$ cat src/rtl/discharge_scheduler.sv
// Run/stop sequencer + parameter scheduler for the discharge MOSFET controller; commit/classify 2 cycles after deion rise,
// cmd_ready low while the single shadow slot is full. Macro PULSE_STATS_EN enables the pulse/open/short statistics counters.
module discharge_scheduler #(
  parameter logic [15:0] BREAKDOWN_THRESHOLD_CUR = 16'd10,
  parameter logic [15:0] SHORT_WINDOW            = 16'd50,
  parameter logic [7:0]  MAX_CONSEC_SHORT        = 8'd8,
  parameter logic [15:0] DEFAULT_TON             = 16'd10,
  parameter logic [15:0] DEFAULT_TOFF            = 16'd20
) (
  input  logic               clk,
  input  logic               rst_n,
  input  logic               start_req,
  input  logic               stop_req,
  input  logic               clear_fault,
  input  logic               cmd_valid,
  output logic               cmd_ready,
  input  logic [15:0]        cmd_waveform,
  input  logic [15:0]        cmd_Ip,
  input  logic [15:0]        cmd_Ton,
  input  logic [15:0]        cmd_Toff,
  input  logic               mosfet_deion,
  input  logic signed [16:0] sample_current,
  output logic               is_machine,
  output logic [15:0]        waveform,
  output logic [15:0]        Ip,
  output logic [15:0]        Ton,
  output logic [15:0]        Toff,
  output logic               busy,
  output logic               fault,
  output logic [31:0]        pulse_count,
  output logic [31:0]        open_count,
  output logic [31:0]        short_count
);
  typedef enum logic [1:0] {IDLE, RUN, STOPPING, FAULT} state_t;
  state_t state;

  logic               deion_s, deion_d;
  logic signed [16:0] cur_s;
  logic [15:0]        active_timer;
  logic               cond, early;
  logic [7:0]         consec_short;
  logic               slot_full;
  logic [15:0]        slot_waveform, slot_ip, slot_ton, slot_toff;

  logic       active, rise, classify, is_short, is_open, trip, commit, take, conducting;
  logic [7:0] streak_inc;

  // Deion and current are registered first, so the whole classification sees one consistent delayed image.
  assign active     = (state == RUN) || (state == STOPPING);
  assign rise       = deion_s & ~deion_d;
  assign classify   = active & rise & (active_timer != 16'd0);
  assign conducting = cur_s >= $signed({1'b0, BREAKDOWN_THRESHOLD_CUR});
  assign is_short   = classify & early;
  assign is_open    = classify & ~cond;
  assign streak_inc = (consec_short == 8'hFF) ? 8'hFF : consec_short + 8'd1;
  assign trip       = is_short & (streak_inc >= MAX_CONSEC_SHORT);
  assign commit     = slot_full & (active ? rise : 1'b1);
  assign take       = cmd_valid & ~slot_full;
  assign cmd_ready  = ~slot_full;

  always_ff @(posedge clk or negedge rst_n) begin
    if (!rst_n) begin
      state        <= IDLE;
      is_machine   <= 1'b0;
      busy         <= 1'b0;
      fault        <= 1'b0;
      consec_short <= 8'd0;
    end else begin
      if (is_short)      consec_short <= streak_inc;
      else if (classify) consec_short <= 8'd0;
      case (state)
        IDLE: begin
          if (start_req && !stop_req) begin
            state      <= RUN;
            is_machine <= 1'b1;
            busy       <= 1'b1;
          end
        end
        RUN, STOPPING: begin
          if (trip) begin
            state      <= FAULT;
            is_machine <= 1'b0;
            busy       <= 1'b0;
            fault      <= 1'b1;
          end else if (state == RUN) begin
            if (stop_req) state <= STOPPING;
          end else if (deion_s) begin
            // Either already in the deion interval on entry, or the closing rise of the last pulse.
            state      <= IDLE;
            is_machine <= 1'b0;
            busy       <= 1'b0;
          end
        end
        FAULT: begin
          if (clear_fault) begin
            state        <= IDLE;
            fault        <= 1'b0;
            consec_short <= 8'd0;
          end
        end
        default: state <= IDLE;
      endcase
    end
  end

  always_ff @(posedge clk or negedge rst_n) begin
    if (!rst_n) begin
      deion_s       <= 1'b1;
      deion_d       <= 1'b1;
      cur_s         <= '0;
      active_timer  <= 16'd0;
      cond          <= 1'b0;
      early         <= 1'b0;
      slot_full     <= 1'b0;
      slot_waveform <= 16'd0;
      slot_ip       <= 16'd0;
      slot_ton      <= 16'd0;
      slot_toff     <= 16'd0;
      waveform      <= 16'h0001;
      Ip            <= 16'd0;
      Ton           <= DEFAULT_TON;
      Toff          <= DEFAULT_TOFF;
    end else begin
      deion_s <= mosfet_deion;
      deion_d <= deion_s;
      cur_s   <= sample_current;

      if (!active || deion_s)           active_timer <= 16'd0;
      else if (active_timer != 16'hFFFF) active_timer <= active_timer + 16'd1;

      if (!active || rise) begin
        cond  <= 1'b0;
        early <= 1'b0;
      end else if (!deion_s && conducting) begin
        cond <= 1'b1;
        if (active_timer < SHORT_WINDOW) early <= 1'b1;
      end

      if (commit) begin
        waveform <= slot_waveform;
        Ip       <= slot_ip;
        Ton      <= slot_ton;
        Toff     <= slot_toff;
      end
      if (take) begin
        slot_waveform <= cmd_waveform;
        slot_ip       <= cmd_Ip;
        slot_ton      <= cmd_Ton;
        slot_toff     <= cmd_Toff;
      end
      slot_full <= take | (slot_full & ~commit);
    end
  end

`ifdef PULSE_STATS_EN
  always_ff @(posedge clk or negedge rst_n) begin
    if (!rst_n) begin
      pulse_count <= 32'd0;
      open_count  <= 32'd0;
      short_count <= 32'd0;
    end else begin
      if (classify && pulse_count != 32'hFFFF_FFFF) pulse_count <= pulse_count + 32'd1;
      if (is_open  && open_count  != 32'hFFFF_FFFF) open_count  <= open_count + 32'd1;
      if (is_short && short_count != 32'hFFFF_FFFF) short_count <= short_count + 32'd1;
    end
  end
`else
  assign pulse_count = 32'd0;
  assign open_count  = 32'd0;
  assign short_count = 32'd0;
`endif
endmodule

$ cat config.mk
export PLATFORM = sky130hd
export DESIGN_NAME = discharge_scheduler
export DESIGN_NICKNAME = d
export VERILOG_FILES = /design/src/rtl/discharge_scheduler.sv
export SDC_FILE = /design/constraint.sdc
export NUM_CORES = 1
export LEC_CHECK = 0
export CORE_MARGIN = 3
export CORE_UTILIZATION = 47
export DETAILED_ROUTE_END_ITERATION = 8
export GPL_TIMING_DRIVEN = 0
export HOLD_SLACK_MARGIN = 0.15
export PLACE_DENSITY_LB_ADDON = 0.08
export SLEW_MARGIN = 30
export SYNTH_ARGS = -nofsm -noshare
export SYNTH_HDL_FRONTEND = slang
export SYNTH_SLANG_ARGS = --single-unit
$ cat constraint.sdc
create_clock -name clk -period 2 [get_ports clk]
set_input_delay 0.4 -clock clk [delete_from_list [all_inputs] [get_ports clk]]
set_output_delay 0.4 -clock clk [all_outputs]
set_load 0.05 [all_outputs]
# --- Word-level counts from Yosys, hierarchy flattened ---
# Cells that the tools add are included.
classes:
  addsub: 2
  magnitude_cmp: 3
  eq_ne: 12
  mux: 26
  bitwise_logic: 12
  reduce_logical: 20
ops:
  columns: ["cell", "count"]
  rows:
  - ["$mux 8", 5]
  - ["$mux 16", 2]
  - ["$ge 17x5->1 const B", 1]
  - ["$add 16x1->16 const B", 1]
  - ["$lt 16x6->1 const B", 1]
  - ["$ne 16x16->1 const B", 1]
  - ["$reduce_bool 16->1", 1]
  - ["$mux 2", 6]
  - ["$mux 1", 10]
  - ["$reduce_bool 2->1", 5]
  - ["$add 8x1->8 const B", 1]
  - ["$and 1x1->1", 8]
  - ["$eq 8x8->1 const B", 1]
  - ["$ge 8x4->1 const B", 1]
  - ["$ne 4x4->1 const B", 2]
  - ["$reduce_and 4->1", 2]
  - ["$ne 2x2->1 const B", 3]
  - ["$ne 3x3->1 const B", 2]
  - ["$pmux 2 s3", 1]
  - ["$eq 2x2->1 const B", 2]
  - ["$pmux 1 s2", 2]
  - ["$logic_not 1->1", 3]
  - ["$logic_or 1x1->1", 3]
  - ["$not 1->1", 3]
  - ["other kinds (7)", 8]
word_totals:
  register_bits: 177
  in_bits: 88
  out_inout_bits: 164
  wordCells: 93

# --- Longest topological paths before layout ---
# Gate-level depths: netlist of run 1.
depth:
  ltp_word: 8
  depth_mapped: 8
  depth_no_buf: 7

# --- Worst setup path before layout of run 1 ---
# Ideal clock, no wire load.
synth_timing:
  path_kind: "register -> register"
  startpoint: "reg state[1]"
  endpoint: "reg Ip[0]"
  setup_ns: 0.125
  t_arrival_ns: 1.718
  t_required_ns: 1.875
  path_slack_ns: 0.158
  path_stages_with_launch: 7
  path_buffers: 1
  period_less_slack_ns: 1.842
  cell_sequence: "dfrtp_1 > inv_1 > ha_1 > o21ai_1 > nand2_1 > buf_2 > mux2_2"
synth_between:
  elab_chain_len: 4
  elab_cells_between_ends: 5
  cone_classes: "eq/ne (2); mux (1); bitwise (1); reduce/logical (1)"
synth_lines:
  columns: ["element", "line_no", "source"]
  rows:
  - ["start, declared", "35", "state_t state;"]
  - ["start signal, assigned", "63", "state <= IDLE;"]
  - ["start signal, assigned", "74", "state <= RUN;"]
  - ["start signal, assigned", "81", "state <= FAULT;"]
  - ["$eq 2x1->1 / $eq 2x2->1 (equally long branches)", "49", "assign active = (state == RUN) || (state == STOPPING);"]
  - ["$logic_or 1x1->1 *", "49", null]
  - ["$mux 1 *", "57", "assign commit = slot_full & (active ? rise : 1'b1);"]
  - ["$and 1x1->1 *", "57", null]
  - ["end signal, assigned", "141", "Ip <= slot_ip;"]
  - ["end, declared", "25", "output logic [15:0] Ip,"]
# Mark *: on every way between the ends. The rest lies on a longest branch, timed or not.
# A chain may end at the register's enable or synchronous reset.

# --- Final worst setup path of run 1 ---
layout_timing:
  startpoint: "reg waveform[4]"
  endpoint: "out waveform[4]"
layout_lines:
  columns: ["element", "line_no", "source"]
  rows:
  - ["start, declared", "24", "output logic [15:0] waveform,"]
  - ["start signal, assigned", "140", "waveform <= slot_waveform;"]
# No word-level cell between the ends.

==> flow_metrics.py, run 1 <==
metrics = {
    "pwr": {
        "vdd_drop_max_v": 0.00113,
        "power_switching_mw": 6.82,
        "p_comb_share_pct": 45.0,
        "leakage_nw": 5.10,
        "power_density_nw_per_um2": 1570,
        "swShare_pct": 40.2,
        "internal-power_mw": 10.1,
        "pwr-share-seq_pct": 34.6,
        "power_frac_clock_pct": 20.4,
    },
    "route": {
        "antenna_left": 0,
        "routedWlPerCell_um": 15.2,
        "viasPerCell": 4.68,
        "drc_errors": 0,
        "first_pass_iters": 4,
        "dr.first_iter.drc_count": 199,
        "vias": 5199,
        "wl_mm": 16.9,
    },
    "critical_path": {
        "crit_path_top_delay_cell": "clkdlybuf4s50_1",
        "worstPathArrival_ns": 1.56,
        "crit_family": "buffers and inverters",
        "cp.required_ns": 1.60,
        "cp_max_fo": 2,
        "endpoint_kind": "output pin",
        "crit_chain": "clkdlybuf4s50_1",
        "critPathLaunchType": "register",
        "max_stage_delay_ns": 0.80,
        "path_buf_inv": 1,
        "path_class": "register to output pin",
    },
    "yosys": {
        "synth_edf_count": 0,
        "yosys.area.top_type_share_pct": 53.6,
        "synth_cell_types": 55,
        "syn_area_um2": 7890,
        "post_synth.cell_area_avg_um2": 13.0,
        "yosys.area.top_type": "dfrtp_1",
        "synth_ff_type": "dfrtp_1",
        "synth_seq_cells": 176,
        "async_flop_share_pct": 100,
        "synthCells": 608,
        "seq_area_frac_synth_pct": 55.9,
        "synth_common_cells": "dfrtp_1 (169), mux2_2 (128), buf_4 (99)",
        "synth.most_common_cell": "dfrtp_1",
        "ys_warn_count": 0,
        "synth_area_leaders": "dfrtp_1 (54%), mux2_2 (18%), buf_4 (9.4%), dfstp_2 (2.3%), nor2_1 (1.1%)",
    },
    "global_route": {
        "grt_usage_pct": 18.4,
        "grt_max_degree": 83,
        "grt_pass1_vias": 5375,
        "grt_overflow": 0,
        "grt_pass1_wl_mm": 26.6,
        "antenna_found_initial": 0,
    },
    "clocking": {
        "clk_pin_slew_ns": 0.07,
        "cts_tree": "yes",
        "clockBufferDepth": 2,
        "htree_levels": 4,
        "cts_sinks": 176,
        "cts-root-buf": "clkbuf_16",
        "numCtsBuffers": 17,
        "clk-insertion-delay-late_ns": 0.42,
    },
    "cells_and_area": {
        "num-nets-final": 977,
        "drive_gt1_share_pct": 35.1,
        "diodes": 0,
        "final_cell_area_um2": 10800,
        "final_cell_count_no_fill": 1111,
        "area_growth_pct": 36.9,
        "fillers": 1229,
    },
    "place": {
        "dp_hpwl_mm": 12.5,
        "io_buffers": 154,
        "dpl.cell_count": 1075,
        "gp_congestion": 0.834,
        "place_area_um2": 10100,
    },
    "run": {
        "drv_cap": 0,
    },
    "floorplan": {
        "die_area_um2": 18400,
        "die_h_um": 136,
        "die_w_um": 136,
        "initial_core_util_pct": 48.8,
        "coreArea_um2": 16200,
        "pin_count": 252,
        "rows": 46,
    },
    "sta": {
        "setup_viol": 0,
        "grt_setup_unrepaired": "yes",
        "period_share_pct": 97.8,
        "skew_ns": 0.00899,
        "slew_violations": 0,
        "period_minus_slack_ns": 1.96,
        "max_slew.worst_pin.slew_ns": 0.589,
        "slew_headroom_pct": 60.8,
        "finalHoldViolCount": 0,
        "max_freq_ghz": 0.511,
    },
    "run_status": {
        "status": "complete, no violations",
    },
    "worst_hold_path": {
        "hold_path_class": "input port to async pin",
    },
}
[per-stage QoR]
stage / power [mW] / setup TNS (ns) / worst slack [ns] / utilization [%] / hold slack, ns
after floorplan: 11.4 / 0 / 0.158 / - / 0.104
after global placement: 13.6 / -1151.52 / -6.34 / 62.2 / 0.387
after detailed placement: 13.9 / -54.17 / -0.552 / 62.6 / 0.220
after CTS: 17.1 / 0 / 0.00120 / 66.3 / 0.374
after global routing: 17.9 / -0.507 / -0.0567 / 66.8 / 0.383
final: 17.0 / 0 / 0.0444 / 66.8 / 0.386
[final cells by class]
type	instances	area, µm²	area share [%]
buffer	120	885	8.19
tap	216	270	2.50
timing repair buffer	160	1600	14.8
sequential	176	4420	40.9
inverter	13	48.8	0.452
multi-input combinational	394	2960	27.4
clock inverter	12	155	1.44
clock buffer	20	467	4.32
[power groups by stage]
| stage | combinational (mW) | clock [mW] | sequential, mW |
|---|---|---|---|
| 2_1_floorplan | 3.25 | 0 | 8.16 |
| 3_3_place_gp | 7.77 | 0 | 5.85 |
| 3_5_place_dp | 7.95 | 0 | 5.94 |
| 4_1_cts | 7.70 | 3.55 | 5.89 |
| 5_1_grt | 8.10 | 3.71 | 6.07 |
| 6_report | 7.64 | 3.46 | 5.87 |
[cell usage in the layout (no fill, tap or decap), drive strengths merged, types with 3 or more instances in the layout]
cell type	count
nor2b	3
mux2i	4
nor2	24
and3	5
xnor2	8
buf	123
nand2	21
ha	7
mux2	128
and4	6
nand3	15
bufinv	3
nor3	9
dfrtp	169
a21oi	9
a21boi	3
clkbuf	23
clkdlybuf4s50	86
dlymetal6s2s	14
nor4	5
a31oi	4
dfstp	7
a211oi	9
clkinv	4
nand4	5
dlygate4sd2	53
o21ai	10
conb	96
inv	16
[kinds of logic (layout without fill, tap and decap cells)]
logic type | Yosys count | after routing | synth area share, %
DFF | 176 | 176 | 55.9
buffers and inverters | 133 | 325 | 11.5
muxes | 132 | 132 | 18.8
and+or+nand+nor | 99 | 99 | 6.72
AOI/OAI and AO/OA | 51 | 51 | 4.90
xor gates and xnor gates | 9 | 9 | 0.999
adders and majority gates | 7 | 7 | 1.11
other | 1 | 96 | 0.0475
[metal layers]
metal	global-route usage, %	routed length [µm]
met5	0	0
met1	21.3	6530
met3	7.06	1570
met2	31.4	8510
met4	6.55	282
[state kept, by name, indices dropped and copies added (netlist names), 2 cells and up]
| name | flops |
|---|---|
| Toff | 16 |
| cur_s | 16 |
| slot_ton | 16 |
| waveform | 16 |
| Ip | 16 |
| slot_toff | 16 |
| consec_short | 8 |
| slot_waveform | 16 |
| slot_ip | 16 |
| Ton | 16 |
| state | 2 |
| active_timer | 16 |
[worst paths after layout]
| kind | startpoint | to | slack [ns] | cells after the start |
|---|---|---|---|---|
| setup / recovery | waveform[4]$_DFFE_PN0P_ | waveform[4] | 0.04 | 1 |
| hold / removal | rst_n | state[0]$_DFFE_PN0P_ | 0.39 | 2 |
| setup reg to reg | state[0]$_DFFE_PN0P_ | Ip[5]$_DFFE_PN0P_ | 0.06 | 6 |
| hold reg to reg | deion_s$_DFF_PN1_ | deion_d$_DFF_PN1_ | 0.39 | 0 |
| max in group asynchronous | rst_n | Ton[3]$_DFFE_PN1P_ | 0.59 | 4 |
| min in group clk | mosfet_deion | deion_s$_DFF_PN1_ | 0.39 | 1 |
[timing repair]
action,CTS,global route
gates resized for setup,65,23
hold endpoints to repair,92,0
pin swaps,1,2
buffers inserted,1,2
endpoints found under the setup margin,167,77
hold buffers,1,0
(Power assumes the default switching activity.)
==> run 2, diff against run 1 <==
--- a/config.mk
+++ b/config.mk
@@ -5,11 +5,12 @@
 export SDC_FILE = /design/constraint.sdc
 export NUM_CORES = 1
 export LEC_CHECK = 0
+export CAP_MARGIN = 10
 export CORE_MARGIN = 3
 export CORE_UTILIZATION = 47
 export DETAILED_ROUTE_END_ITERATION = 8
 export GPL_TIMING_DRIVEN = 0
-export HOLD_SLACK_MARGIN = 0.15
+export HOLD_SLACK_MARGIN = 0.02
 export PLACE_DENSITY_LB_ADDON = 0.08
 export SLEW_MARGIN = 30
 export SYNTH_ARGS = -nofsm -noshare
==> results of run 2 <==
Same layout as run 1: the final DEF is identical, and so are final timing and power.
==> run 3, diff against run 2 <==
--- a/config.mk
+++ b/config.mk
@@ -6,13 +6,14 @@
 export NUM_CORES = 1
 export LEC_CHECK = 0
 export CAP_MARGIN = 10
-export CORE_MARGIN = 3
-export CORE_UTILIZATION = 47
+export CORE_MARGIN = 2
+export CORE_UTILIZATION = 61
 export DETAILED_ROUTE_END_ITERATION = 8
+export DONT_BUFFER_PORTS = 1
 export GPL_TIMING_DRIVEN = 0
 export HOLD_SLACK_MARGIN = 0.02
 export PLACE_DENSITY_LB_ADDON = 0.08
-export SLEW_MARGIN = 30
+export SLEW_MARGIN = 20
 export SYNTH_ARGS = -nofsm -noshare
 export SYNTH_HDL_FRONTEND = slang
 export SYNTH_SLANG_ARGS = --single-unit
==> flow_metrics.py, run 3 (synthesis results as in run 1) <==
metrics = {
    "critical_path": {
        "worstPathArrival_ns": 2.29,
        "crit_start": "state[1]$_DFFE_PN0P_",
        "reg2reg_to": "Toff[3]$_DFFE_PN0P_",
        "cp-endpoint": "Toff[3]$_DFFE_PN0P_",
        "critPathLaunchType": "register",
        "endpoint_kind": "register",
        "path_class": "register to register",
        "reg2reg_depth": 6,
        "r2r_slack_ns": 0.03,
        "r2r_start": "state[1]$_DFFE_PN0P_",
        "cp_max_fo": 10,
        "cp.required_ns": 2.32,
    },
    "cells_and_area": {
        "diodes": 0,
        "final_util_pct": 73.8,
        "area_growth_pct": 18.0,
        "final_common_cell": "dfrtp_1",
        "fillers": 891,
        "drive_gt1_share_pct": 40.1,
        "final_cell_area_um2": 9310,
        "num-nets-final": 836,
        "layout_common_cells": "dfrtp_1 (167), mux2_2 (128), buf_4 (107)",
    },
    "floorplan": {
        "die_area_um2": 13900,
        "pin_count": 252,
        "coreArea_um2": 12600,
        "die_w_um": 118,
        "die_h_um": 118,
        "rows": 41,
        "initial_core_util_pct": 62.5,
    },
    "pwr": {
        "power_switching_mw": 6.63,
        "power_frac_clock_pct": 21.9,
        "vdd_drop_max_v": 0.00119,
        "power_density_nw_per_um2": 1700,
        "internal-power_mw": 9.24,
        "pwr-share-seq_pct": 53.7,
        "swShare_pct": 41.8,
        "leakage_nw": 4.32,
        "p_comb_share_pct": 24.4,
    },
    "sta": {
        "whs_ns": -0.337,
        "setup_tns_ns": 0,
        "finalHoldViolCount": 176,
        "max_slew.worst_pin.slew_ns": 0.617,
        "period_share_pct": 98.5,
        "setup_viol": 0,
        "slew_violations": 0,
        "grt_setup_unrepaired": "yes",
        "max_freq_ghz": 0.508,
        "skew_ns": 0.00928,
        "slew_headroom_pct": 58.9,
        "period_minus_slack_ns": 1.97,
    },
    "run": {
        "drv_cap": 0,
    },
    "route": {
        "antenna_left": 0,
        "drc_errors": 0,
        "wl_mm": 15.7,
        "viasPerCell": 5.08,
        "dr.first_iter.drc_count": 174,
        "vias": 4707,
        "first_pass_iters": 4,
        "routedWlPerCell_um": 17.0,
    },
    "worst_hold_path": {
        "hold_path_class": "input port to async pin",
    },
    "global_route": {
        "grt_pass1_vias": 4927,
        "grt_busiest_layer": "met2",
        "grt_overflow": 0,
        "use_met2_pct": 41.9,
        "antenna_found_initial": 0,
        "grt_pass1_wl_mm": 24.9,
        "use_met1_pct": 24.4,
        "grt_max_degree": 177,
        "grt_usage_pct": 23.3,
        "grtUsageMet3_pct": 8.77,
    },
    "clocking": {
        "clockBufferDepth": 2,
        "cts_tree": "yes",
        "cts-root-buf": "clkbuf_16",
        "cts.hold.buffers_added": 17,
        "clk-insertion-delay-late_ns": 0.43,
        "htree_levels": 4,
        "cts_sinks": 176,
        "numCtsBuffers": 17,
        "clk_pin_slew_ns": 0.06,
    },
    "place": {
        "place_area_um2": 8460,
        "dp_hpwl_mm": 11.3,
        "gp_congestion": 0.812,
        "io_buffers": 0,
    },
    "run_status": {
        "violations": "negative hold slack",
        "status": "finished with violations",
    },
}
## run 3: how the worst min path moves through the flow
stage	start	endpoint	cells after the start	slack, ns
floorplan	rst_n	Ip[0]$_DFFE_PN0P_	0	0.10
global placement	rst_n	Ton[10]$_DFFE_PN0P_	0	0.11
detailed placement	rst_n	slot_ton[10]$_DFFE_PN0P_	0	0.11
CTS	rst_n	active_timer[7]$_DFFE_PN0P_	0	-0.35
global route	rst_n	slot_ton[13]$_DFFE_PN0P_	0	-0.36
finish	rst_n	slot_ton[10]$_DFFE_PN0P_	0	-0.34
## run 3: power by group through the flow
stage                     clock, mW  sequential [mW]  combinational (mW)
final                          3.47             8.53                3.87
after global routing           3.68             8.72                4.19
after CTS                      3.52             8.56                3.91
after detailed placement          0             8.60                3.75
after global placement            0             8.51                3.57
after floorplan                   0             8.16                3.25
## run 3: layer usage
metal | share of wire, % | wire [µm]
met5 | 0 | 0
met4 | 1.9 | 296
met3 | 9.0 | 1420
met2 | 54 | 8480
met1 | 35 | 5550
## run 3: what timing repair did
| item | in CTS | in global routing |
|---|---|---|
| endpoints found under the hold margin | 193 | 176 |
| pin swaps | 1 | 0 |
| setup buffers | 2 | 0 |
| endpoints found under the setup margin | 65 | 71 |
| resized for setup | 11 | 4 |
## run 3: final cells by class
class / instances / area [µm²] / area share (%)
sequential: 176 / 4420 / 47.4
clock inverter: 12 / 183 / 1.96
buffer: 120 / 876 / 9.40
multi-input combinational: 394 / 2950 / 31.7
inverter: 13 / 48.8 / 0.524
tap: 172 / 215 / 2.31
timing repair buffer: 19 / 185 / 1.99
clock buffer: 20 / 437 / 4.69
## run 3: worst max-delay path, cell delays in order (launching register included)
cell     delay (ns)
dfrtp_1        0.44
inv_1          0.11
ha_2           0.42
o21ai_2        0.13
nand2_4        0.17
buf_4          0.23
mux2_2         0.36
## run 3: through the flow
step / setup slack, ns / instances / total power, mW
detailed placement: -0.449 / 875 / 12.4
CTS: 0.0258 / 926 / 16.0
global route: -0.0513 / 926 / 16.6
global placement: -0.390 / 875 / 12.1
floorplan: 0.158 / 703 / 11.4
finish: 0.0296 / 926 / 15.9
